## config.mk

```make
export PLATFORM = sky130hd
export DESIGN_NAME = mem_port_arbiter
export DESIGN_NICKNAME = d
export VERILOG_FILES = /design/src/rtl/mem_arb_pkg.sv /design/src/rtl/mem_arb_prio.sv /design/src/rtl/mem_port_arbiter.sv
export SDC_FILE = /design/constraint.sdc
export NUM_CORES = 1
export LEC_CHECK = 0
export CELL_PAD_IN_SITES_DETAIL_PLACEMENT = 1
export CELL_PAD_IN_SITES_GLOBAL_PLACEMENT = 1
export CORE_ASPECT_RATIO = 1.2
export CORE_MARGIN = 4
export CORE_UTILIZATION = 34
export CTS_CLUSTER_SIZE = 10
export DETAILED_ROUTE_END_ITERATION = 6
export PLACE_DENSITY_LB_ADDON = 0.1
export SYNTH_ARGS = -nofsm -noshare
export SYNTH_HDL_FRONTEND = slang
export SYNTH_HIERARCHICAL = 1
export SYNTH_SLANG_ARGS = --single-unit
```

## constraint.sdc

```tcl
create_clock -name CLK -period 3.8 [get_ports CLK]
set_clock_uncertainty 0.05 [all_clocks]
set_input_delay 0.76 -clock CLK [delete_from_list [all_inputs] [get_ports CLK]]
set_output_delay 0.76 -clock CLK [all_outputs]
set_load 0.1 [all_outputs]
```

## src/rtl/mem_arb_pkg.sv

```systemverilog
// Shared types for the memory port arbiter: FSM states, owner encoding and counter width.
package mem_arb_pkg;

    localparam int unsigned CNT_W = 4;

    typedef enum logic [1:0] {
        ST_IDLE   = 2'd0,
        ST_ACCESS = 2'd1,
        ST_WAIT   = 2'd2,
        ST_DONE   = 2'd3
    } state_t;

    typedef enum logic {
        OWN_IF = 1'b0,
        OWN_LS = 1'b1
    } owner_t;

endpackage

```

## src/rtl/mem_arb_prio.sv

```systemverilog
// Fixed LS-over-IF priority with a starvation counter that forces an IF win after
// STARVE_LIMIT consecutive losses.
module mem_arb_prio
    import mem_arb_pkg::*;
#(
    parameter int unsigned STARVE_LIMIT = 4
) (
    input  logic   CLK,
    input  logic   RST,
    input  logic   if_req,
    input  logic   ls_req,
    input  logic   arb,
    output logic   win_valid,
    output owner_t win_owner
);

    localparam logic [CNT_W-1:0] Limit = CNT_W'(STARVE_LIMIT);

    logic [CNT_W-1:0] starve_cnt_q, starve_cnt_d;

    always_comb begin
        win_valid    = arb & (if_req | ls_req);
        win_owner    = OWN_IF;
        starve_cnt_d = starve_cnt_q;
        if (ls_req && !(if_req && starve_cnt_q == Limit)) begin
            win_owner = OWN_LS;
        end
        if (arb) begin
            if (!if_req || win_owner == OWN_IF) begin
                starve_cnt_d = '0;
            end else if (starve_cnt_q != Limit) begin
                // Both requesting and LS won: IF lost one more round.
                starve_cnt_d = starve_cnt_q + 1'b1;
            end
        end
    end

    always_ff @(posedge CLK) begin
        if (RST) begin
            starve_cnt_q <= '0;
        end else begin
            starve_cnt_q <= starve_cnt_d;
        end
    end

endmodule

```

## src/rtl/mem_port_arbiter.sv

```systemverilog
// Shares one synchronous memory port between instruction fetch and load/store:
// arbitrate, drive one access cycle, count out latency, return data or a write ack.
module mem_port_arbiter
    import mem_arb_pkg::*;
#(
    parameter int unsigned AW           = 16,
    parameter int unsigned DW           = 32,
    parameter int unsigned WAIT_CYCLES  = 2,
    parameter int unsigned STARVE_LIMIT = 4
) (
    input  logic          CLK,
    input  logic          RST,
    input  logic          IF_REQ,
    input  logic [AW-1:0] IF_ADDR,
    output logic          IF_GNT,
    output logic          IF_VALID,
    output logic [DW-1:0] IF_RDATA,
    input  logic          LS_REQ,
    input  logic          LS_WE,
    input  logic [AW-1:0] LS_ADDR,
    input  logic [DW-1:0] LS_WDATA,
    output logic          LS_GNT,
    output logic          LS_VALID,
    output logic [DW-1:0] LS_RDATA,
    output logic          MEM_EN,
    output logic          MEM_WE,
    output logic [AW-1:0] MEM_ADDR,
    output logic [DW-1:0] MEM_WDATA,
    input  logic [DW-1:0] MEM_RDATA,
    output logic          BUSY
);

    state_t           state_q, state_d;
    owner_t           owner_q;
    logic [AW-1:0]    addr_q;
    logic             we_q;
    logic [DW-1:0]    wdata_q;
    logic [CNT_W-1:0] wait_cnt_q;
    logic [DW-1:0]    if_rdata_q, ls_rdata_q;

    logic   arb;
    logic   win_valid;
    owner_t win_owner;
    logic   wait_last;

    assign arb       = (state_q == ST_IDLE) || (state_q == ST_DONE);
    assign wait_last = (state_q == ST_WAIT) && (wait_cnt_q == '0);

    mem_arb_prio #(
        .STARVE_LIMIT(STARVE_LIMIT)
    ) u_prio (
        .CLK      (CLK),
        .RST      (RST),
        .if_req   (IF_REQ),
        .ls_req   (LS_REQ),
        .arb      (arb),
        .win_valid(win_valid),
        .win_owner(win_owner)
    );

    always_comb begin
        state_d = state_q;
        case (state_q)
            ST_IDLE:   if (win_valid) state_d = ST_ACCESS;
            ST_ACCESS: state_d = ST_WAIT;
            ST_WAIT:   if (wait_last) state_d = ST_DONE;
            ST_DONE:   state_d = win_valid ? ST_ACCESS : ST_IDLE;
            default:   state_d = ST_IDLE;
        endcase
    end

    always_ff @(posedge CLK) begin
        if (RST) begin
            state_q    <= ST_IDLE;
            owner_q    <= OWN_IF;
            addr_q     <= '0;
            we_q       <= 1'b0;
            wdata_q    <= '0;
            wait_cnt_q <= '0;
            if_rdata_q <= '0;
            ls_rdata_q <= '0;
        end else begin
            state_q <= state_d;
            if (win_valid) begin
                owner_q <= win_owner;
                addr_q  <= (win_owner == OWN_LS) ? LS_ADDR : IF_ADDR;
                we_q    <= (win_owner == OWN_LS) && LS_WE;
                // Fetches carry no data, so the write-data bus keeps its last value.
                if (win_owner == OWN_LS) wdata_q <= LS_WDATA;
            end
            if (state_q == ST_ACCESS) begin
                wait_cnt_q <= CNT_W'(WAIT_CYCLES - 1);
            end else if (state_q == ST_WAIT && wait_cnt_q != '0) begin
                wait_cnt_q <= wait_cnt_q - 1'b1;
            end
            if (wait_last && !we_q) begin
                if (owner_q == OWN_LS) ls_rdata_q <= MEM_RDATA;
                else                   if_rdata_q <= MEM_RDATA;
            end
        end
    end

    always_comb begin
        IF_GNT    = (state_q == ST_ACCESS) && (owner_q == OWN_IF);
        LS_GNT    = (state_q == ST_ACCESS) && (owner_q == OWN_LS);
        IF_VALID  = (state_q == ST_DONE) && (owner_q == OWN_IF);
        LS_VALID  = (state_q == ST_DONE) && (owner_q == OWN_LS);
        MEM_EN    = (state_q == ST_ACCESS);
        MEM_WE    = (state_q == ST_ACCESS) && we_q;
        MEM_ADDR  = addr_q;
        MEM_WDATA = wdata_q;
        IF_RDATA  = if_rdata_q;
        LS_RDATA  = ls_rdata_q;
        BUSY      = (state_q != ST_IDLE);
    end

endmodule

```

==> insert_results.sql, run 1 <==
INSERT INTO impl_metrics (metric_group, metric, value, unit) VALUES
('run_status', 'status', 'finished, final reports clean', ''),
('clocking', 'cts.repair_timing.setup_buffer_count', '0', ''),
('timing', 'timing.final.crit_share', '72.24', '%'),
('power', 'peak_supply_drop', '0.5298', 'mV'),
('timing', 'finalHoldViolations', '0', ''),
('clocking', 'htree_levels', '4', ''),
('placed_design', 'dpl_worst_slack', '1113', 'ps'),
('timing', 'finalSetupViolations', '0', ''),
('timing', 'measured_slew_at_the_worst_slew_check_pin', '1028', 'ps'),
('clocking', 'clkSlewWorstSetupHoldPaths', '60', 'ps'),
('cells_and_area', 'number_of_antenna_diodes', '0', ''),
('timing', 'final_period_minus_worst_setup_slack', '2745', 'ps'),
('placed_design', 'placement.io_buffers', '219', ''),
('detailed_routing', 'viasPerCell', '4.699', ''),
('global_route', 'grt_util_all_layers', '18.38', '%'),
('timing', 'finalSetupTns', '0', 'ps'),
('floorplanning', 'rows', '49', ''),
('cells_and_area', 'final_layout_size_suffix_gt1_share', '13.25', '%'),
('timing', 'final-max-slew-violation-count', '0', ''),
('cells_and_area', 'layout.cells.most_common_list', '211 x clkdlybuf4s50_1, 124 x dfxtp_1, 80 x mux2i_1', ''),
('synth', 'async_flop_share', '0', '%'),
('global_route', 'grt_max_degree', '80', ''),
('cells_and_area', 'layout.cells.most_common', 'clkdlybuf4s50_1', ''),
('critical_path', 'cp_cell_sequence', 'clkdlybuf4s50_1', ''),
('timing', 'timing.fmax', '364.3', 'MHz'),
('detailed_routing', 'firstDrtPassIters', '6', ''),
('synth', 'post_synth_instance_area', '5308', 'µm²'),
('synth', 'synth_fp_nets', '650', ''),
('critical_path', 'crit_buf_inv', '1', ''),
('synth', 'seq_area_frac_synth', '46.77', '%'),
('detailed_routing', 'route.detailed.drc', '0', ''),
('critical_path', 'max_stage_delay', '1160', 'ps'),
('floorplanning', 'die_height', '144.9', 'µm'),
('power', 'seqPwrFrac', '26.8', '%'),
('clocking', 'cts_repair_resize_count', '0', ''),
('power', 'comb_power_share', '44.7', '%'),
('synth', 'post_synth_inst_count', '541', ''),
('global_route', 'globalRoute.totalOverflow', '0', ''),
('power', 'fin_total_pwr', '0.006068', 'W'),
('synth', 'synth_cell_types', '46', ''),
('hold_path', 'worst_hold_class', 'register to register', ''),
('power', 'leakage', '3.243', 'nW'),
('critical_path', 'worst_setup_path_start_kind', 'register', ''),
('cells_and_area', 'finalNetCount', '858', ''),
('timing', 'slew_headroom', '31.28', '%'),
('critical_path', 'end_kind', 'output port', ''),
('critical_path', 'cp.arrival', '1930', 'ps'),
('detailed_routing', 'routed-via-count', '4539', ''),
('critical_path', 'worstPathRequired', '2990', 'ps'),
('power', 'p_sw_share', '44.95', '%'),
('global_route', 'grt_pass1_wl', '25300', 'µm'),
('clocking', 'clkSinkCount', '124', ''),
('detailed_routing', 'detail_route.wirelength', '16080', 'µm'),
('synth', 'post_synth.cell_area_avg', '9.811', 'µm²'),
('global_route', 'antenna_found_initial', '0', ''),
('power', 'clock_power_share', '28.4', '%'),
('critical_path', 'cpMaxStageDelayCell', 'clkdlybuf4s50_1', ''),
('clocking', 'cts_made_buffers', '17', ''),
('synth', 'ys.flop_type', 'dfxtp_1', ''),
('floorplanning', 'ioPinCount', '220', ''),
('clocking', 'clk_root_buffer_cell', 'clkbuf_16', ''),
('clocking', 'clock_latency', '410', 'ps'),
('floorplanning', 'core-area', '15140', 'µm²'),
('global_route', 'via_count_of_the_first_global_routing_pass', '4916', ''),
('power', 'power.net_switching', '0.002728', 'W'),
('detailed_routing', 'wire_per_inst', '16.64', 'µm'),
('placed_design', 'dp.final_hpwl', '11550', 'µm'),
('critical_path', 'timing.critical_path.fanout_max', '2', ''),
('detailed_routing', 'antenna_left', '0', ''),
('timing', 'setup_slack_of_the_critical_path_after_layout', '1055', 'ps'),
('clocking', 'cts_tree', 'built', '');
==> registers in the layout, summed over array words and instances (netlist names) <==
signal / cells
MEM_ADDR: 16
MEM_WDATA: 32
state_q: 2
u_prio/starve_cnt_q: 4
owner_q: 1
wait_cnt_q: 4
we_q: 1
IF_RDATA: 32
LS_RDATA: 32
==> logic make-up (layout without fill, tap and decap cells) <==
logic type               after synthesis  count (layout)  synth area share (%)
AO/OA/AOI/OAI                         69              69                 8.109
adder cells (fa/ha/maj)                8               8                 1.886
XOR/XNOR                               1               1                0.1650
AND/OR/NAND/NOR                      212             212                 23.76
flip-flops                           124             124                 46.77
buffers and inverters                 47             268                 4.220
multiplexers                          80              80                 15.09
==> cell type report <==
class	count	area [µm²]	area share [%]
Clock buffer	21	470.5	5.709
Multi-Input combinational cell	370	2605	31.61
Timing Repair Buffer	226	2225	27.00
Clock inverter	11	165.2	2.004
Inverter	10	37.54	0.4555
Tap cell	204	255.2	3.097
Sequential cell	124	2482	30.12
==> power by group through the flow <==
stage | logic (W) | registers [W] | clock network [W]
after floorplan | 0.000728 | 0.00298 | 0
after global placement | 0.00269 | 0.00164 | 0
after detailed placement | 0.00273 | 0.00165 | 0
after CTS | 0.00274 | 0.00163 | 0.00177
after global routing | 0.00284 | 0.00166 | 0.00182
final | 0.00271 | 0.00163 | 0.00173
==> layer usage <==
metal / track usage, % / wire length (µm) / vias up
li1: - / - / 2226
met1: 19.50 / 6138 / 2146
met2: 32.31 / 8182 / 146
met3: 7.582 / 1403 / 21
met4: 7.606 / 350 / 0
met5: 0 / 0 / -
==> path summary, 6_finish.rpt <==
check,slack (ps),cells after the start,startpoint,to
max,1060,1,IF_RDATA[17],IF_RDATA[17]
min,410,2,MEM_WDATA[15],MEM_WDATA[15]
max reg2reg,1420,9,state_q[0],MEM_WDATA[9]
min reg2reg,410,2,MEM_WDATA[15],MEM_WDATA[15]
==> cell usage after synthesis (2+ instances only) <==
| library cell | count | share of area (%) |
|---|---|---|
| o31ai_1 | 2 | 0.28 |
| clkbuf_1 | 21 | 1.5 |
| dfxtp_1 | 124 | 47 |
| and2_1 | 4 | 0.47 |
| nand3_1 | 2 | 0.19 |
| and3b_1 | 2 | 0.33 |
| a211oi_1 | 17 | 2.4 |
| or2b_2 | 48 | 7.9 |
| buf_1 | 4 | 0.28 |
| mux2i_1 | 80 | 15 |
| nand2b_1 | 51 | 6.0 |
| nor3b_1 | 2 | 0.28 |
| buf_2 | 6 | 0.57 |
| ha_1 | 8 | 1.9 |
| o211ai_1 | 2 | 0.28 |
| a21oi_1 | 35 | 3.3 |
| o21ai_0 | 2 | 0.19 |
| nor2_1 | 20 | 1.4 |
| nand2_1 | 67 | 4.7 |
| buf_6 | 4 | 0.85 |
| inv_1 | 10 | 0.71 |
| nor3_1 | 2 | 0.19 |
| nor2b_1 | 4 | 0.47 |
| a31oi_1 | 2 | 0.24 |
==> worst register-to-register path: stages, from the launching register on <==
cell     delay, ps
dfxtp_1        380
inv_1          110
ha_1           330
inv_1          180
o21a_1         150
buf_4          330
and2_1         200
buf_4          310
nand2_1        130
a21oi_1        140
==> stage by stage <==
stage	instances	area, µm²	hold slack (ps)	util [%]
final	966	8240	408.9	54.42
after global routing	966	8240	432.5	54.42
after CTS	966	8240	412.4	54.42
after detailed placement	934	7605	401.7	50.22
after global placement	934	7605	390.8	50.22
after floorplan	541	5308	396.7	-
No activity file was read; power rests on OpenSTA's default activity.
==> run 2: changes to the inputs <==
--- a/config.mk
+++ b/config.mk
@@ -9,7 +9,7 @@
 export CELL_PAD_IN_SITES_GLOBAL_PLACEMENT = 1
 export CORE_ASPECT_RATIO = 1.2
 export CORE_MARGIN = 4
-export CORE_UTILIZATION = 34
+export CORE_UTILIZATION = 28
 export CTS_CLUSTER_SIZE = 10
 export DETAILED_ROUTE_END_ITERATION = 6
 export PLACE_DENSITY_LB_ADDON = 0.1
==> constraint.sdc (replaced) <==
create_clock -name CLK -period 2.4 [get_ports CLK]
set_clock_uncertainty 0.05 [all_clocks]
set_input_delay 0.48 -clock CLK [delete_from_list [all_inputs] [get_ports CLK]]
set_output_delay 0.48 -clock CLK [all_outputs]
set_load 0.1 [all_outputs]
==> run 2 against run 1 <==
  * Global-route usage decreased by 3.1 points
  * Non-clock buffer count increased by 2
  * Register-to-register slack got worse by 1100 ps
  * Worst hold slack got worse by 8.3 ps
  * Via count increased by 0.24%
  * Sequential share of layout area about the same
==> insert_results.sql, run 2 (synthesis gave the netlist of run 1 again) <==
INSERT INTO impl_metrics (metric_group, metric, value, unit) VALUES
('run_status', 'status', 'finished, final reports clean', ''),
('cells_and_area', 'area_growth_syn_to_layout', '55.23', '%'),
('clocking', 'clkSlewWorstSetupHoldPaths', '60', 'ps'),
('critical_path', 'timing.critical_path.fanout_max', '8', ''),
('global_route', 'grt_util_all_layers', '15.31', '%'),
('critical_path', 'crit_buf_inv', '3', ''),
('detailed_routing', 'firstDrtPassIters', '5', ''),
('power', 'leakage', '3.530', 'nW'),
('critical_path', 'cp_cell_sequence', 'inv_1 > ha_2 > inv_1 > nor2_4 > buf_12', ''),
('clocking', 'clk_root_buffer_cell', 'clkbuf_16', ''),
('placed_design', 'gp_congestion', '0.7008', ''),
('cells_and_area', 'final_layout_size_suffix_gt1_share', '28.66', '%'),
('power', 'power.net_switching', '0.004393', 'W'),
('critical_path', 'cp.arrival', '1620', 'ps'),
('global_route', 'globalRoute.totalOverflow', '0', ''),
('critical_path', 'worst_setup_path_start_kind', 'register', ''),
('detailed_routing', 'wire_per_inst', '15.94', 'µm'),
('critical_path', 'worstPathRequired', '1870', 'ps'),
('clocking', 'clkSinkCount', '124', ''),
('critical_path', 'worst_path_most_repeated_cell', 'inv_1', ''),
('timing', 'finalHoldViolations', '0', ''),
('run', 'max_cap_viols', '0', ''),
('cells_and_area', 'layout.cells.most_common', 'dfxtp_1', ''),
('power', 'internal_power', '0.005513', 'W'),
('timing', 'slew_headroom', '72.96', '%'),
('detailed_routing', 'route.detailed.drc', '0', ''),
('power', 'clock_power_share', '30.0', '%'),
('clocking', 'cts_made_buffers', '17', ''),
('clocking', 'htree_levels', '4', ''),
('cells_and_area', 'layout.cells.most_common_list', '124 x dfxtp_1, 118 x buf_4, 99 x clkdlybuf4s50_1', ''),
('cells_and_area', 'layout.cell_area.non_filler', '8239', 'µm²'),
('global_route', 'grt_pass1_wl', '26140', 'µm'),
('hold_path', 'worst_hold_class', 'input pin to register', ''),
('critical_path', 'crit_family', 'buffers and inverters', ''),
('floorplanning', 'die_height', '158.8', 'µm'),
('detailed_routing', 'drtIter0Drc', '150', ''),
('placed_design', 'cell_area_reported_after_detailed_placement', '7550', 'µm²'),
('floorplanning', 'rows', '54', ''),
('timing', 'final_period_minus_worst_setup_slack', '2152', 'ps'),
('global_route', 'via_count_of_the_first_global_routing_pass', '4976', ''),
('clocking', 'clock_latency', '410', 'ps'),
('floorplanning', 'die_area', '21230', 'µm²'),
('detailed_routing', 'detail_route.wirelength', '16200', 'µm'),
('power', 'comb_power_share', '43.9', '%'),
('timing', 'rsz_0062_raised_after_global_routing', 'no', ''),
('cells_and_area', 'finalNetCount', '860', ''),
('timing', 'finalSetupTns', '0', 'ps'),
('critical_path', 'end_kind', 'output port', ''),
('critical_path', 'cpMaxStageDelayCell', 'dfxtp_1', ''),
('clocking', 'cts-root-to-sink-buffers', '2', ''),
('detailed_routing', 'viasPerCell', '4.478', ''),
('placed_design', 'dp.final_hpwl', '11820', 'µm'),
('timing', 'finalSetupViolations', '0', ''),
('timing', 'measured_slew_at_the_worst_slew_check_pin', '405.6', 'ps'),
('cells_and_area', 'number_of_antenna_diodes', '0', ''),
('floorplanning', 'core-area', '18380', 'µm²'),
('cells_and_area', 'num-fill-cells', '2078', ''),
('clocking', 'hold_buffers', '0', ''),
('power', 'p_sw_share', '44.34', '%'),
('critical_path', 'critical_path_class', 'register to output port', ''),
('detailed_routing', 'antenna_left', '0', ''),
('floorplanning', 'ioPinCount', '220', ''),
('power', 'peak_supply_drop', '0.8043', 'mV'),
('power', 'seqPwrFrac', '26.1', '%'),
('timing', 'final-max-slew-violation-count', '0', ''),
('placed_design', 'placement.io_buffers', '219', ''),
('clocking', 'cts_repair_resize_count', '0', ''),
('global_route', 'grt_max_degree', '98', ''),
('global_route', 'antenna_found_initial', '0', ''),
('timing', 'timing.fmax', '464.8', 'MHz'),
('power', 'power_per_cell_area', '1202', 'nW/µm²'),
('floorplanning', 'die_width', '133.7', 'µm'),
('clocking', 'cts.repair_timing.setup_buffer_count', '0', ''),
('cells_and_area', 'fin_util', '44.83', '%'),
('detailed_routing', 'routed-via-count', '4550', ''),
('clocking', 'cts_tree', 'built', ''),
('floorplanning', 'initial_utilization', '28.88', '%'),
('timing', 'timing.final.crit_share', '89.65', '%'),
('critical_path', 'max_stage_delay', '340', 'ps');
run 2: final timing paths:
check,slack (ps),endpoint,depth (start not counted),start
max reg2reg,350,state_q[0],7,state_q[0]
min,400,MEM_WDATA[15],2,RST
max,250,IF_GNT,5,state_q[1]
min reg2reg,400,MEM_WDATA[0],2,MEM_WDATA[0]
run 2: worst register-to-register path, cell delays in order (launching register included):
cell and delay (ps):
dfxtp_1 380, inv_1 120, ha_1 330, inv_1 170, o21a_1 260, nand2b_1 200, a41oi_1 130, a311oi_1 300
run 2: area by class of cell:
class                           instances  area, µm²  area share [%]
Multi-Input combinational cell        370       2618           31.77
Clock inverter                         13      236.5           2.870
Timing Repair Buffer                  228       2097           25.45
Sequential cell                       124       2482           30.13
Clock buffer                           19      452.9           5.497
Inverter                               10      37.54          0.4556
Tap cell                              252      315.3           3.827
run 2: stage by stage:
| step | cells | total power, W | setup WS (ps) | hold WS, ps |
|---|---|---|---|---|
| final | 1016 | 0.009906 | 248.4 | 400.7 |
| after global placement | 984 | 0.006949 | 430.2 | 393.5 |
| after global routing | 1016 | 0.01034 | 127.0 | 404.6 |
| after floorplan | 541 | 0.005882 | 36.07 | 396.7 |
| after detailed placement | 984 | 0.007024 | 364.7 | 398.7 |
| after CTS | 1016 | 0.01007 | 209.9 | 382.5 |
run 2: routing by layer:
metal | part of all wire [%] | vias up | global-route usage, %
met4 | 1.2 | 0 | 5.472
met5 | 0 | - | 0
li1 | - | 2232 | -
met2 | 52 | 141 | 27.17
met1 | 39 | 2164 | 16.47
met3 | 7.8 | 13 | 5.918
run 2: power by group through the flow:
stage | registers [W] | logic [W] | clock network, W
finish | 0.00259 | 0.00434 | 0.00297
global route | 0.00264 | 0.00455 | 0.00316
CTS | 0.00260 | 0.00440 | 0.00307
detailed placement | 0.00264 | 0.00439 | 0
global placement | 0.00262 | 0.00433 | 0
floorplan | 0.00472 | 0.00116 | 0
==> run 3: changes to the inputs <==
--- a/config.mk
+++ b/config.mk
@@ -17,3 +17,4 @@
 export SYNTH_HDL_FRONTEND = slang
 export SYNTH_HIERARCHICAL = 1
 export SYNTH_SLANG_ARGS = --single-unit
+export TNS_END_PERCENT = 5
==> run 3 against run 2 <==
  * Combinational power hardly changed
  * Final cell count unchanged
  * Sequential cell count unchanged
  * Worst hold slack gained 1.7 ps
  * Largest cell class unchanged
  * Sequential share of layout area is 0.38 points higher
  * Highest routed layer unchanged
  * First-iteration DRC count grew 21%
  * Critical path depth increased by 2
  * Wire length down 0.70%
  * Via count grew 0.31%
  * Final area down 1.2%
  * Largest power group unchanged
==> insert_results.sql, run 3 (synthesis gave the netlist of run 1 again) <==
INSERT INTO impl_metrics (metric_group, metric, value, unit) VALUES
('run_status', 'status', 'finished, final reports clean', ''),
('detailed_routing', 'routed-via-count', '4564', ''),
('global_route', 'grt_pass1_wl', '26240', 'µm'),
('detailed_routing', 'wire_per_inst', '15.83', 'µm'),
('placed_design', 'cell_area_reported_after_detailed_placement', '7547', 'µm²'),
('run', 'max_cap_viols', '0', ''),
('hold_path', 'min_to', 'MEM_WDATA[18]', ''),
('critical_path', 'cp_cell_sequence', 'inv_1 > ha_1 > inv_1 > o21a_1 > buf_4 > nor2_1 > a211oi_1', ''),
('cells_and_area', 'area_growth_syn_to_layout', '53.30', '%'),
('placed_design', 'dpl_worst_slack', '239.4', 'ps'),
('global_route', 'globalRoute.totalOverflow', '0', ''),
('placed_design', 'placed_instances', '984', ''),
('timing', 'final_period_minus_worst_setup_slack', '2158', 'ps'),
('floorplanning', 'die_area', '21230', 'µm²'),
('power', 'fin_total_pwr', '0.009467', 'W'),
('clocking', 'clkSlewWorstSetupHoldPaths', '60', 'ps'),
('power', 'leakage', '3.478', 'nW'),
('critical_path', 'worst_path_most_repeated_cell', 'inv_1', ''),
('critical_path', 'r2r_slack', '240', 'ps'),
('critical_path', 'critical_path_class', 'register to register', ''),
('clocking', 'cts_repair_resize_count', '0', ''),
('timing', 'rsz_0062_raised_after_global_routing', 'no', ''),
('global_route', 'grt_max_degree', '96', ''),
('power', 'clock_power_share', '26.9', '%'),
('detailed_routing', 'detail_route.wirelength', '16080', 'µm'),
('clocking', 'clk_root_buffer_cell', 'clkbuf_16', ''),
('detailed_routing', 'firstDrtPassIters', '4', ''),
('detailed_routing', 'route.detailed.drc', '0', ''),
('critical_path', 'worst_setup_path_start_kind', 'register', ''),
('power', 'comb_power_share', '45.7', '%'),
('hold_path', 'worst_hold_class', 'input pin to register', ''),
('global_route', 'via_count_of_the_first_global_routing_pass', '5006', ''),
('floorplanning', 'rows', '54', ''),
('cells_and_area', 'num-fill-cells', '2091', ''),
('floorplanning', 'die_height', '158.8', 'µm'),
('hold_path', 'launch_point_of_the_worst_hold_path', 'RST', ''),
('cells_and_area', 'layout.cell_area.non_filler', '8137', 'µm²'),
('floorplanning', 'die_width', '133.7', 'µm'),
('critical_path', 'cpMaxStageDelayCell', 'dfxtp_1', ''),
('cells_and_area', 'final_layout_size_suffix_gt1_share', '28.27', '%'),
('cells_and_area', 'finalNetCount', '860', ''),
('placed_design', 'gp_congestion', '0.7362', ''),
('clocking', 'clkSinkCount', '124', ''),
('power', 'seqPwrFrac', '27.3', '%'),
('critical_path', 'end_kind', 'register', ''),
('floorplanning', 'initial_utilization', '28.88', '%'),
('timing', 'slew_headroom', '70.40', '%'),
('critical_path', 'r2r-end', 'MEM_ADDR[2]', ''),
('global_route', 'antenna_found_initial', '0', ''),
('hold_path', 'hold-path-cell-count', '2', ''),
('clocking', 'cts.repair_timing.setup_buffer_count', '0', ''),
('floorplanning', 'ioPinCount', '220', ''),
('global_route', 'grt_util_all_layers', '15.31', '%'),
('timing', 'finalHoldViolations', '0', ''),
('critical_path', 'max_stage_delay', '380', 'ps'),
('placed_design', 'dp.final_hpwl', '11610', 'µm'),
('detailed_routing', 'antenna_left', '0', ''),
('critical_path', 'cp.arrival', '2420', 'ps'),
('critical_path', 'rr_startpoint', 'state_q[0]', ''),
('cells_and_area', 'layout.cells.most_common_list', '124 x dfxtp_1, 118 x buf_4, 99 x clkdlybuf4s50_1', ''),
('power', 'power_per_cell_area', '1163', 'nW/µm²'),
('clocking', 'htree_levels', '4', ''),
('power', 'power.net_switching', '0.004378', 'W'),
('power', 'p_sw_share', '46.25', '%'),
('clocking', 'cts_tree', 'built', ''),
('clocking', 'hold_buffers', '0', ''),
('timing', 'final-max-slew-violation-count', '0', ''),
('placed_design', 'placement.io_buffers', '219', ''),
('clocking', 'clock_latency', '410', 'ps'),
('power', 'internal_power', '0.005088', 'W'),
('detailed_routing', 'drtIter0Drc', '181', ''),
('critical_path', 'worstPathRequired', '2660', 'ps'),
('timing', 'setup_slack_of_the_critical_path_after_layout', '242.1', 'ps'),
('critical_path', 'timing.critical_path.fanout_max', '31', ''),
('clocking', 'cts-root-to-sink-buffers', '2', ''),
('cells_and_area', 'layout.cells.most_common', 'dfxtp_1', ''),
('timing', 'finalSetupViolations', '0', ''),
('timing', 'timing.fmax', '463.4', 'MHz'),
('timing', 'measured_slew_at_the_worst_slew_check_pin', '443.9', 'ps'),
('timing', 'timing.final.crit_share', '89.91', '%'),
('detailed_routing', 'viasPerCell', '4.492', ''),
('cells_and_area', 'number_of_antenna_diodes', '0', ''),
('clocking', 'cts_made_buffers', '17', ''),
('cells_and_area', 'instances_no_fill', '1016', ''),
('floorplanning', 'core-area', '18380', 'µm²'),
('critical_path', 'reg2reg_depth', '7', ''),
('power', 'peak_supply_drop', '0.8149', 'mV');
run 3: changes by cell type in the layout (fill, tap and decap cells not counted):
cell,before,now
bufinv_16,6,2
clkbuf_1,0,2
clkbuf_8,2,3
clkinv_2,1,3
clkinv_4,3,2
clkinvlp_4,1,3
inv_6,2,0
nor2b_1,3,4
nor2b_2,1,0
run 3: worst max-delay path by stage:
stage,startpoint,to,cells after the start
after CTS,state_q[0],MEM_ADDR[2],7
after global placement,LS_REQ,MEM_ADDR[6],5
after floorplan,state_q[0],IF_VALID,2
final,state_q[0],MEM_ADDR[2],7
after detailed placement,state_q[0],MEM_ADDR[2],7
after global routing,state_q[0],MEM_ADDR[7],7
run 3: cell type report:
cell class	instances	area (µm²)	area share (%)
clock buffers	22	474.2	5.828
clock inverters	10	115.1	1.415
inverters	10	37.54	0.4613
multi-input cells	370	2615	32.14
flip-flops and latches	124	2482	30.51
well taps	252	315.3	3.875
repair buffers	228	2097	25.77
run 3: worst max-delay path: cells and delay by family, from the launching register on:
family / cells / cell delay, ps
fa+ha+maj: 1 / 330
simple gates: 1 / 90
buf+inv: 3 / 660
flops: 1 / 380
compound gates: 2 / 530
run 3: power groups by stage:
stage	logic (W)	registers, W	clock network (W)
after floorplan	0.00116	0.00472	0
after global placement	0.00431	0.00262	0
after detailed placement	0.00437	0.00263	0
after CTS	0.00438	0.00259	0.00263
after global routing	0.00454	0.00264	0.00273
final	0.00433	0.00259	0.00255
run 3: through the flow:
| stage | hold WS [ps] | util [%] | setup TNS (ps) |
|---|---|---|---|
| CTS | 380.7 | 44.27 | 0 |
| global placement | 393.4 | 41.07 | 0 |
| detailed placement | 402.5 | 41.07 | 0 |
| floorplan | 396.7 | - | -20.79 |
| global route | 403.7 | 44.27 | 0 |
| finish | 402.3 | 44.27 | 0 |
run 3: layer usage:
metal | GRT usage, % | up-vias | wire length [µm]
met1 | 16.56 | 2174 | 6503
li1 | - | 2233 | -
met4 | 4.490 | 0 | 209
met3 | 6.899 | 14 | 1329
met5 | 0 | - | 0
met2 | 26.87 | 143 | 8041
